**src/rtl/trng_bit_packer.sv**
```systemverilog
// TRNG back end: decimates the mixer bit stream, runs a repetition-count health test,
// optionally von Neumann debiases, and packs bits into words behind a valid/ready register.
//
// state   | meaning
// IDLE    | not collecting; counters, shift register and history held clear
// COLLECT | sampling on every strobe, health-testing, debiasing and packing
// WAIT    | completed word held in the shift register, output full, sampling frozen
// FAIL    | repetition-count failure latched; waits for clr_fail
module trng_bit_packer #(
  parameter int WORD_W     = 32,
  parameter int SAMPLE_DIV = 16,
  parameter int RCT_LIMIT  = 32,
  parameter bit VN_EN      = 1'b1
) (
  input  logic              clk,
  input  logic              rst,
  input  logic              enable,
  input  logic              bit_in,
  output logic [WORD_W-1:0] word_out,
  output logic              word_valid,
  input  logic              word_ready,
  output logic              rct_fail,
  input  logic              clr_fail
);

  localparam int DIV_W = (SAMPLE_DIV > 1) ? $clog2(SAMPLE_DIV) : 1;
  localparam int BIT_W = $clog2(WORD_W);
  localparam int REP_W = $clog2(RCT_LIMIT + 1);

  localparam logic [DIV_W-1:0] DIV_MAX = DIV_W'(SAMPLE_DIV - 1);
  localparam logic [BIT_W-1:0] BIT_MAX = BIT_W'(WORD_W - 1);
  localparam logic [REP_W-1:0] REP_MAX = REP_W'(RCT_LIMIT);

  typedef enum logic [1:0] {
    S_IDLE    = 2'd0,
    S_COLLECT = 2'd1,
    S_WAIT    = 2'd2,
    S_FAIL    = 2'd3
  } state_t;

  state_t state, state_nx;

  logic [DIV_W-1:0]  div_cnt;
  logic [BIT_W-1:0]  bit_cnt;
  logic [WORD_W-1:0] sr;
  logic              vn_phase;
  logic              vn_first;
  logic              have_last;
  logic              last_bit;
  logic [REP_W-1:0]  rep_cnt;

  logic              strobe;
  logic              load_wait;
  logic              clear_int;
  logic [REP_W-1:0]  rep_nx;
  logic              health_fail;
  logic              acc_valid;
  logic              acc_bit;
  logic              accept;
  logic              word_done;
  logic [WORD_W-1:0] word_new;
  logic              out_free;
  logic              load_collect;

  // Datapath decisions for the current strobe.
  always_comb begin
    rep_nx       = (have_last && (bit_in == last_bit)) ? rep_cnt + REP_W'(1) : REP_W'(1);
    health_fail  = strobe && (rep_nx == REP_MAX);
    acc_valid    = 1'b0;
    acc_bit      = 1'b0;
    if (VN_EN) begin
      acc_valid = strobe && vn_phase && (vn_first != bit_in);
      acc_bit   = vn_first;
    end else begin
      acc_valid = strobe;
      acc_bit   = bit_in;
    end
    accept       = acc_valid && !health_fail;
    word_new     = {sr[WORD_W-2:0], acc_bit};
    word_done    = accept && (bit_cnt == BIT_MAX);
    out_free     = !word_valid || word_ready;
    load_collect = word_done && out_free;
  end

  always_ff @(posedge clk or posedge rst) begin
    if (rst) state <= S_IDLE;
    else     state <= state_nx;
  end

  always_comb begin
    state_nx = state;
    case (state)
      S_IDLE:    if (enable) state_nx = S_COLLECT;
      S_COLLECT: begin
        if (health_fail)               state_nx = S_FAIL;
        else if (!enable)              state_nx = S_IDLE;
        else if (word_done && !out_free) state_nx = S_WAIT;
      end
      S_WAIT: begin
        if (!enable)         state_nx = S_IDLE;
        else if (word_ready) state_nx = S_COLLECT;
      end
      S_FAIL:    if (clr_fail) state_nx = S_IDLE;
      default:   state_nx = S_IDLE;
    endcase
  end

  always_comb begin
    strobe    = (state == S_COLLECT) && (div_cnt == DIV_MAX);
    load_wait = (state == S_WAIT) && enable && word_ready;
    clear_int = (state_nx == S_IDLE) || (state_nx == S_FAIL);
  end

  // Collection state is wiped whenever the FSM is (or is about to be) idle or failed.
  always_ff @(posedge clk or posedge rst) begin
    if (rst) begin
      div_cnt   <= '0;
      bit_cnt   <= '0;
      sr        <= '0;
      vn_phase  <= 1'b0;
      vn_first  <= 1'b0;
      have_last <= 1'b0;
      last_bit  <= 1'b0;
      rep_cnt   <= '0;
    end else if (clear_int) begin
      div_cnt   <= '0;
      bit_cnt   <= '0;
      sr        <= '0;
      vn_phase  <= 1'b0;
      vn_first  <= 1'b0;
      have_last <= 1'b0;
      last_bit  <= 1'b0;
      rep_cnt   <= '0;
    end else begin
      if (state == S_COLLECT)
        div_cnt <= strobe ? '0 : div_cnt + DIV_W'(1);
      if (strobe) begin
        last_bit  <= bit_in;
        have_last <= 1'b1;
        rep_cnt   <= rep_nx;
        vn_phase  <= ~vn_phase;
        if (!vn_phase) vn_first <= bit_in;
      end
      if (accept) begin
        sr      <= word_new;
        bit_cnt <= word_done ? '0 : bit_cnt + BIT_W'(1);
      end
    end
  end

  // Output register runs independently of the FSM so a pending word survives IDLE/FAIL.
  always_ff @(posedge clk or posedge rst) begin
    if (rst) begin
      word_out   <= '0;
      word_valid <= 1'b0;
    end else if (load_collect) begin
      word_out   <= word_new;
      word_valid <= 1'b1;
    end else if (load_wait) begin
      word_out   <= sr;
      word_valid <= 1'b1;
    end else if (word_valid && word_ready) begin
      word_valid <= 1'b0;
    end
  end

  always_ff @(posedge clk or posedge rst) begin
    if (rst)              rct_fail <= 1'b0;
    else if (health_fail) rct_fail <= 1'b1;
    else if (clr_fail)    rct_fail <= 1'b0;
  end

endmodule

```
**config.mk**
```make
export PLATFORM = sky130hd
export DESIGN_NAME = trng_bit_packer
export DESIGN_NICKNAME = d
export VERILOG_FILES = /design/src/rtl/trng_bit_packer.sv
export SDC_FILE = /design/constraint.sdc
export NUM_CORES = 1
export LEC_CHECK = 0
export BUFFER_PORTS_ARGS = -buffer_cell sky130_fd_sc_hd__buf_2
export CAP_MARGIN = 10
export CORE_UTILIZATION = 30
export CTS_BUF_LIST = sky130_fd_sc_hd__clkbuf_4
export DETAILED_ROUTE_END_ITERATION = 10
export GPL_TIMING_DRIVEN = 0
export PLACE_DENSITY = 0.51
export SYNTH_ARGS = -nofsm -noshare
export SYNTH_HDL_FRONTEND = slang
export SYNTH_SLANG_ARGS = --single-unit
```
**constraint.sdc**
```tcl
create_clock -name clk -period 2.99 [get_ports clk]
set_clock_uncertainty 0.15 [all_clocks]
set_input_delay 0.299 -clock clk [delete_from_list [all_inputs] [get_ports clk]]
set_output_delay 0.299 -clock clk [all_outputs]
set_load 0.05 [all_outputs]
```
==> summary.txt, run 1 <==
Run status
  • Outcome: finished clean

Logic synthesis
  • Syn nets: 411
  • Post-synth top area share: 53.0%
  • Sequential share of the synthesized area: 53.0%
  • Syn_area_per_cell: ~10 µm²
  • Synthesized flop and latch total: 87
  • Library cells used by synthesis: 44
  • Yosys warnings: 0
  • Post-synth top area cell: dfrtp_1
  • Gate Count Post-Synth: about 400
  • Main area contributors after synthesis: dfrtp_1 (53%), a221o_1 (7.8%), a21oi_1 (5.6%)
  • Post-Synthesis Cell Area: roughly 4100 µm²

Global routing
  • Pin count of the biggest net entering global routing: 65
  • Busiest grt layer: met2
  • Number of global-route vias before repair: between 3000 and 4000
  • GRT met1 Usage: around a fifth
  • First-pass GRT wire length: around 16000 µm
  • GRT met2 Usage: 22.0%
  • GRT Overall Usage: between 10 and 15%
  • Initial antenna violation count: 1
  • Met3 Usage GRT: 2.54%
  • Grt total ovfl: 0

Run
  • Max-Cap Viols: 0

Clock tree
  • Clk sink count: between 80 and 90
  • Clk pin slew, worst setup/hold paths: ~0.14 ns
  • Worst skew pair latency: 0.45 ns
  • CTS tree: yes
  • Root buffer cell: clkbuf_4
  • TritonCTS Buffers: 9
  • H-tree Lvls: 3
  • Setup Buffers After CTS: 0
  • CTS max path bufs: 2

STA
  • Final critical-path required period: between 2 and 3 ns
  • Period utilisation layout: 90.8%
  • Final setup margin: around 0.28 ns
  • Max-Slew Margin vs Limit: 62.8%
  • Max Transition Viols Final: 0
  • RSZ-0062 raised after global routing: no
  • Final hold vios: 0
  • Max Fclk: around 370 MHz
  • Final setup fails: 0
  • Worst slew pin tran: between 0.5 and 0.6 ns

Floorplanning
  • I/O pins: 40
  • Die W: around 120 µm
  • Core region area: approximately 13000 µm²
  • Row count: 42
  • Die height: 119 µm
  • Initial Util: ~30%
  • Die area: 14200 µm²

Route
  • Total Wirelength: approximately 9900 µm
  • Pre-antenna DRT Iters: 4
  • Via count: between 3000 and 4000
  • Antenna Nets Post-Route: 0
  • Routed length per placed instance: around 16 µm
  • DR DRC count: 0
  • Iteration-0 DRC Markers: between 200 and 250
  • Vias/cell: between 5 and 6

Pwr
  • Cell Int Power: 1.56 mW
  • Sw Pwr: around 470 µW
  • Sw Share: 23.1%
  • Seq pwr share: between 50% and 60%
  • Comb power frac: ~3.2%
  • Pleak: between 2 and 2.5 nW
  • PwrDens: 426 nW/µm²
  • Worst vdd ir: ~0.23 mV
  • Clock power share: roughly 39%

Finish
  • Commonest non-fill, non-tap cells in the layout: dfrtp_1 (87), buf_2 (48), a21oi_1 (46)
  • Area grow syn2layout: 15.9%
  • Number of fillers in the final layout: roughly 1400
  • Share of layout cells above drive strength 1: 16.7%
  • Most common cell after layout, fill and taps aside: dfrtp_1
  • Core Util, Final: about 36%
  • Nets: around 470

Setup path
  • CP startpoint kind: register
  • Critical Path AT: roughly 2.9 ns
  • CP Capture Type: register
  • WP data required: ~3.2 ns
  • Critical path fanouts, max: 10
  • Critical path type: reg -> reg

Placement
  • I/O Buffers: 39
  • Post-Place Setup Slack: about 0.28 ns
  • Post-DP HPWL: around 6600 µm
  • Placer congestion estimate: between 0.7 and 0.8

Hold path
  • Min-delay worst type: in -> reg
==> worst max-delay path: stages (launching register included) <==
cell	delay [ns]
dfrtp_1	0.47
ha_1	0.23
clkbuf_1	0.17
xor2_1	0.19
a2bb2oi_1	0.20
a2111o_1	0.46
o211ai_1	0.31
buf_2	0.36
nor2_1	0.08
==> what timing repair did <==
item	in CTS	in global routing
gates resized for setup	0	0
hold buffers	4	0
endpoints found under the hold margin	27	0
==> power by group through the flow <==
| stage | registers, mW | clock network (mW) | logic (mW) |
|---|---|---|---|
| after floorplan | 1.20 | 0 | 0.0365 |
| after global placement | 1.20 | 0 | 0.0567 |
| after detailed placement | 1.20 | 0 | 0.0631 |
| after CTS | 1.18 | 0.804 | 0.0671 |
| after global routing | 1.18 | 0.834 | 0.0749 |
| final | 1.18 | 0.780 | 0.0643 |
==> sequential cells by signal, indices dropped and copies added, names as in the netlist <==
register    count
last_bit        1
bit_cnt         5
word_valid      1
rct_fail        1
sr             32
acc_bit         1
vn_phase        1
rep_cnt         6
div_cnt         4
word_out       32
have_last       1
state           2
==> cell families after synthesis <==
group / count (synthesis) / share of synthesized area, %
AO/OA/AOI/OAI: 136 / 22.2
AND/OR/NAND/NOR: 128 / 17.1
flip-flops: 87 / 53.0
buffers and inverters: 39 / 4.85
XOR/XNOR: 6 / 1.28
adder cells (fa/ha/maj): 4 / 1.22
multiplexers: 1 / 0.244
==> Yosys cell counts, drive strengths merged <==
cell type and instances:
a31oi 2, xnor2 3, nand4b 2, nand3b 3, nor2 21, or4 1
nand4 4, nor2b 1, a2111oi 1, o21ai 44, and3 4, dfrtp 87
and4 2, inv 5, and2 33, a2111o 2, nor3 2, a22oi 1
buf 19, nand2 12, a211oi 1, a2bb2oi 1, o21a 1, or3 3
a221o 32, a41oi 1, a21oi 47, and4b 1, nand3 38, o211ai 2
mux2i 1, clkbuf 15, nand2b 1, xor2 3, a311oi 1, ha 4
==> layout make-up <==
type | instances | area (µm²) | share of cell area, %
clock inverters | 5 | 81.3 | 1.71
clock buffers | 11 | 82.6 | 1.74
flip-flops and latches | 87 | 2180 | 45.8
multi-input cells | 275 | 1730 | 36.3
plain buffers | 34 | 180 | 3.79
diodes | 1 | 2.50 | 0.0526
well taps | 176 | 220 | 4.63
repair buffers | 44 | 263 | 5.52
inverters | 5 | 21.3 | 0.447
==> layer usage <==
metal,vias up,wire length [µm]
met5,-,0
met4,0,86
met3,8,285
met2,58,4570
met1,1636,4970
li1,1596,-
==> final timing paths <==
path,from,endpoint,slack (ns),cells past startpoint
max in group asynchronous,rst,bit_cnt[3],1.87,4
worst max register to register,rep_cnt[0],rep_cnt[1],0.28,8
worst min-delay path,word_ready,word_valid,0.09,3
min in group asynchronous,rst,word_out[7],0.20,3
worst min register to register,div_cnt[3],div_cnt[3],0.36,1
worst max-delay path,rep_cnt[0],rep_cnt[1],0.28,8
==> metrics by stage <==
| stage | std cells | hold WS [ns] | instance area [µm²] | setup TNS (ns) | power [mW] |
|---|---|---|---|---|---|
| final | 638 | 0.0876 | 4760 | 0 | 2.03 |
| after global routing | 638 | 0.113 | 4760 | 0 | 2.09 |
| after CTS | 637 | 0.0658 | 4750 | 0 | 2.05 |
| after detailed placement | 617 | 0.151 | 4550 | 0 | 1.27 |
| after global placement | 616 | 0.322 | 4520 | -75.56 | 1.26 |
| after floorplan | 401 | 0.245 | 4110 | 0 | 1.24 |
(Power assumes the default switching activity.)
==> inputs of run 2 (changes only) <==
--- a/config.mk
+++ b/config.mk
@@ -5,6 +5,7 @@
 export SDC_FILE = /design/constraint.sdc
 export NUM_CORES = 1
 export LEC_CHECK = 0
+export ABC_AREA = 1
 export BUFFER_PORTS_ARGS = -buffer_cell sky130_fd_sc_hd__buf_2
 export CAP_MARGIN = 10
 export CORE_UTILIZATION = 30
==> run 2 against run 1 <==
Effect of this change: clock-buffer cell count is 1 lower; sequential power hardly changed; cell count rose by 16%; final area increased by 2.7%; setup slack improved by 0.064 ns; sequential cell count unchanged; utilization down 0.44 points; die area grew 3.1%; critical path depth grew 6; maximum frequency increased by 2.4%.
==> summary.txt, run 2 <==
Finish
  • Nets: 564 (+21%)
  • Commonest non-fill, non-tap cells in the layout: nand2_1 (137), nand3_1 (121), dfrtp_1 (87)
  • Area grow syn2layout: 15.4%
  • Final Instance Area: 4890 µm² (+2.7%)
  • Most common cell after layout, fill and taps aside: nand2_1
  • Core Util, Final: 35.3% (-0.44 points)
  • Share of layout cells above drive strength 1: 19.5% (+2.8 points)
  • Largest regs: sr (32), word_out (32), rep_cnt (6)

Clock tree
  • Root buffer cell: clkbuf_4
  • Worst skew pair latency: 0.45 ns (about the same)
  • CTS tree: yes
  • Clk pin slew, worst setup/hold paths: 0.13 ns (about the same)
  • H-tree Lvls: 3 (unchanged)
  • CTS max path bufs: 2 (unchanged)
  • Setup Buffers After CTS: 0 (unchanged)
  • Clk sink count: 87 (unchanged)
  • TritonCTS Buffers: 9 (unchanged)

Global routing
  • Busiest grt layer: met2
  • GRT met2 Usage: 24.0% (+2.0 points)
  • Initial antenna violation count: 1 (unchanged)
  • Met3 Usage GRT: 2.22% (-0.32 points)
  • GRT met1 Usage: 21.1% (+0.47 points)
  • First-pass GRT wire length: 17700 µm (+8.4%)
  • Grt total ovfl: 0 (unchanged)
  • GRT Overall Usage: 15.5% (+1.0 points)
  • Number of global-route vias before repair: 3467 (+8.4%)
  • Pin count of the biggest net entering global routing: 61 (-6.2%)

STA
  • Setup_tns: 0 ns (unchanged)
  • Period utilisation layout: 88.6% (-2.2 points)
  • Max Fclk: 377 MHz (+2.4%)
  • Max-Slew Margin vs Limit: 56.2% (-6.6 points)
  • Worst slew pin tran: 0.652 ns (+0.0963 ns)
  • RSZ-0062 raised after global routing: no
  • Final setup fails: 0 (unchanged)
  • Final setup margin: 0.340 ns (+0.0644 ns)
  • Final critical-path required period: 2.65 ns (-0.0644 ns)
  • Final hold vios: 0 (unchanged)
  • Max Transition Viols Final: 0 (unchanged)

Pwr
  • PwrDens: 458 nW/µm² (+7.6%)
  • Power Total: 2.24 mW (+10%)
  • Worst vdd ir: 0.171 mV (-26%)
  • Sw Pwr: 564 µW (+20%)
  • Pleak: 2.31 nW (+6.6%)
  • Clock power share: 36.9% (-1.6 points)
  • Comb power frac: 9.1% (+5.9 points)
  • Seq pwr share: 54.1% (-4.2 points)
  • Cell Int Power: 1.67 mW (+7.5%)
  • Sw Share: 25.2% (+2.1 points)

Logic synthesis
  • Number of flops mapped to enable cells by yosys: 0 (unchanged)
  • Post-Synthesis Cell Area: 4240 µm² (+3.2%)
  • Yosys warnings: 0 (unchanged)
  • Largest family of logic cells by synthesized area: simple AND/OR/NAND/NOR gates
  • Post-synthesis mux area share: 0% (-0.24 points)
  • Gate Count Post-Synth: 501 (+25%)
  • Post-Synth XOR/XNOR Area: 0.827% (-0.45 points)
  • Main area contributors after synthesis: dfrtp_1 (51%), nand3_1 (14%), nand2_1 (12%)
  • Top-count cell post-synth: nand2_1
  • Post-synth top cells: nand2_1 (137), nand3_1 (121), dfrtp_1 (87)
  • Syn nets: 511 (+24%)
  • Post-synth top area cell: dfrtp_1
  • Syn_area_per_cell: 8.46 µm² (-17%)
  • Sequential share of the synthesized area: 51.4% (-1.6 points)
  • Library cells used by synthesis: 29 (-34%)
  • Post-synthesis adder-cell area fraction: 1.18% (-0.038 points)
  • Post-synthesis compound-gate area fraction: 9.60% (-13 points)
  • Most used DFF post-synth: dfrtp_1
  • Post-synth top area share: 51.4% (-1.6 points)
  • Simple-Gate Fraction of Synth Area: 30.2% (+13 points)
  • Post-synth ARST share: 100% (unchanged)
  • Synthesized flop and latch total: 87 (unchanged)

Run status
  • Outcome: finished clean

Floorplanning
  • I/O pins: 40 (unchanged)
  • Die W: 121 µm (+1.6%)
  • Die area: 14600 µm² (+3.1%)
  • Core region area: 13800 µm² (+4.0%)
  • Row count: 43 (+2.4%)
  • Die height: 121 µm (+1.6%)
  • Initial Util: 30.6% (-0.24 points)

Route
  • Vias/cell: 4.83 (-6.5%)
  • Total Wirelength: 10500 µm (+5.9%)
  • Antenna Nets Post-Route: 0 (unchanged)
  • Via count: 3570 (+8.2%)
  • DR DRC count: 0 (unchanged)
  • Pre-antenna DRT Iters: 5 (+1)
  • Iteration-0 DRC Markers: 250 (+10%)
  • Routed length per placed instance: 14.2 µm (-8.6%)

Run
  • Max-Cap Viols: 0 (unchanged)

Placement
  • I/O Buffers: 38 (-2.6%)
  • Post-Place Setup Slack: 0.353 ns (+0.0695 ns)
  • Placer congestion estimate: 0.768 (+7.1%)
  • Area after DPL: 4680 µm² (+2.9%)
  • Post-DP HPWL: 7120 µm (+8.3%)

Hold path
  • Min-delay worst type: in -> reg

Setup path
  • Critical Path AT: 2.87 ns (-0.03 ns)
  • CP Capture Type: register
  • Critical path type: reg -> reg
  • CP startpoint kind: register
  • Critical path fanouts, max: 10 (unchanged)
  • WP data required: 3.21 ns (+0.03 ns)
[run 2: power groups by stage]
stage          clock network (mW)  registers [mW]  logic (mW)
4_1_cts                     0.852            1.21       0.207
5_1_grt                     0.896            1.21       0.225
3_5_place_dp                    0            1.23       0.203
6_report                    0.825            1.21       0.203
2_1_floorplan                   0            1.24       0.133
3_3_place_gp                    0            1.23       0.191
[run 2: worst paths after layout]
kind / start / end / slack [ns] / cells after the start
max: rep_cnt[0] / sr[6] / 0.34 / 14
min: enable / state[0] / 0.12 / 5
max reg2reg: rep_cnt[0] / sr[6] / 0.34 / 14
min reg2reg: word_out[6] / word_out[6] / 0.37 / 2
max in group asynchronous: rst / word_out[4] / 1.81 / 4
min in group asynchronous: rst / word_out[27] / 0.23 / 3
[run 2: critical path, cell delays in order, from the launching register on]
cell     delay (ns)
dfrtp_1        0.47
ha_1           0.26
nand2_1        0.06
inv_1          0.05
nand3_1        0.06
nand2_1        0.05
nor2_1         0.12
nor2_1         0.08
nand3_2        0.11
nand2_1        0.10
buf_2          0.20
inv_1          0.18
buf_1          0.39
nand2_1        0.13
a21oi_2        0.15
[run 2: per-layer routing]
layer | up-vias | wire length (µm)
met5 | - | 0
met1 | 1747 | 5100
met4 | 0 | 233
met3 | 16 | 377
met2 | 58 | 4780
li1 | 1749 | -
[run 2: area by class of cell]
cell class | count | area (µm²)
Inverter | 36 | 140
Multi-Input combinational cell | 349 | 1770
Timing Repair Buffer | 42 | 248
Fill cell | 1468 | 8940
Sequential cell | 87 | 2180
Buffer | 29 | 151
Tap cell | 180 | 225
Clock inverter | 5 | 97.6
Clock buffer | 10 | 75.1
Antenna cell | 1 | 2.50
[run 2: cell families (layout without fill, tap and decap cells)]
logic type                 count (synthesis)  after routing
DFF                                       87             87
adders and majority gates                  4              4
other                                      0              1
xor gates and xnor gates                   4              4
buffers and inverters                     65            122
AOI/OAI and AO/OA                         49             49
and+or+nand+nor                          292            292
[run 2: what timing repair did]
item	in CTS	in global routing
gates resized for setup	0	0
hold buffers	3	0
hold endpoints to repair	30	0
endpoints found under the setup margin	0	0
[run 2: per-stage QoR]
step / hold slack (ns) / std cells
final: 0.122 / 739
after detailed placement: 0.173 / 720
after global routing: 0.134 / 739
after global placement: 0.344 / 719
after floorplan: 0.245 / 501
after CTS: 0.0812 / 738
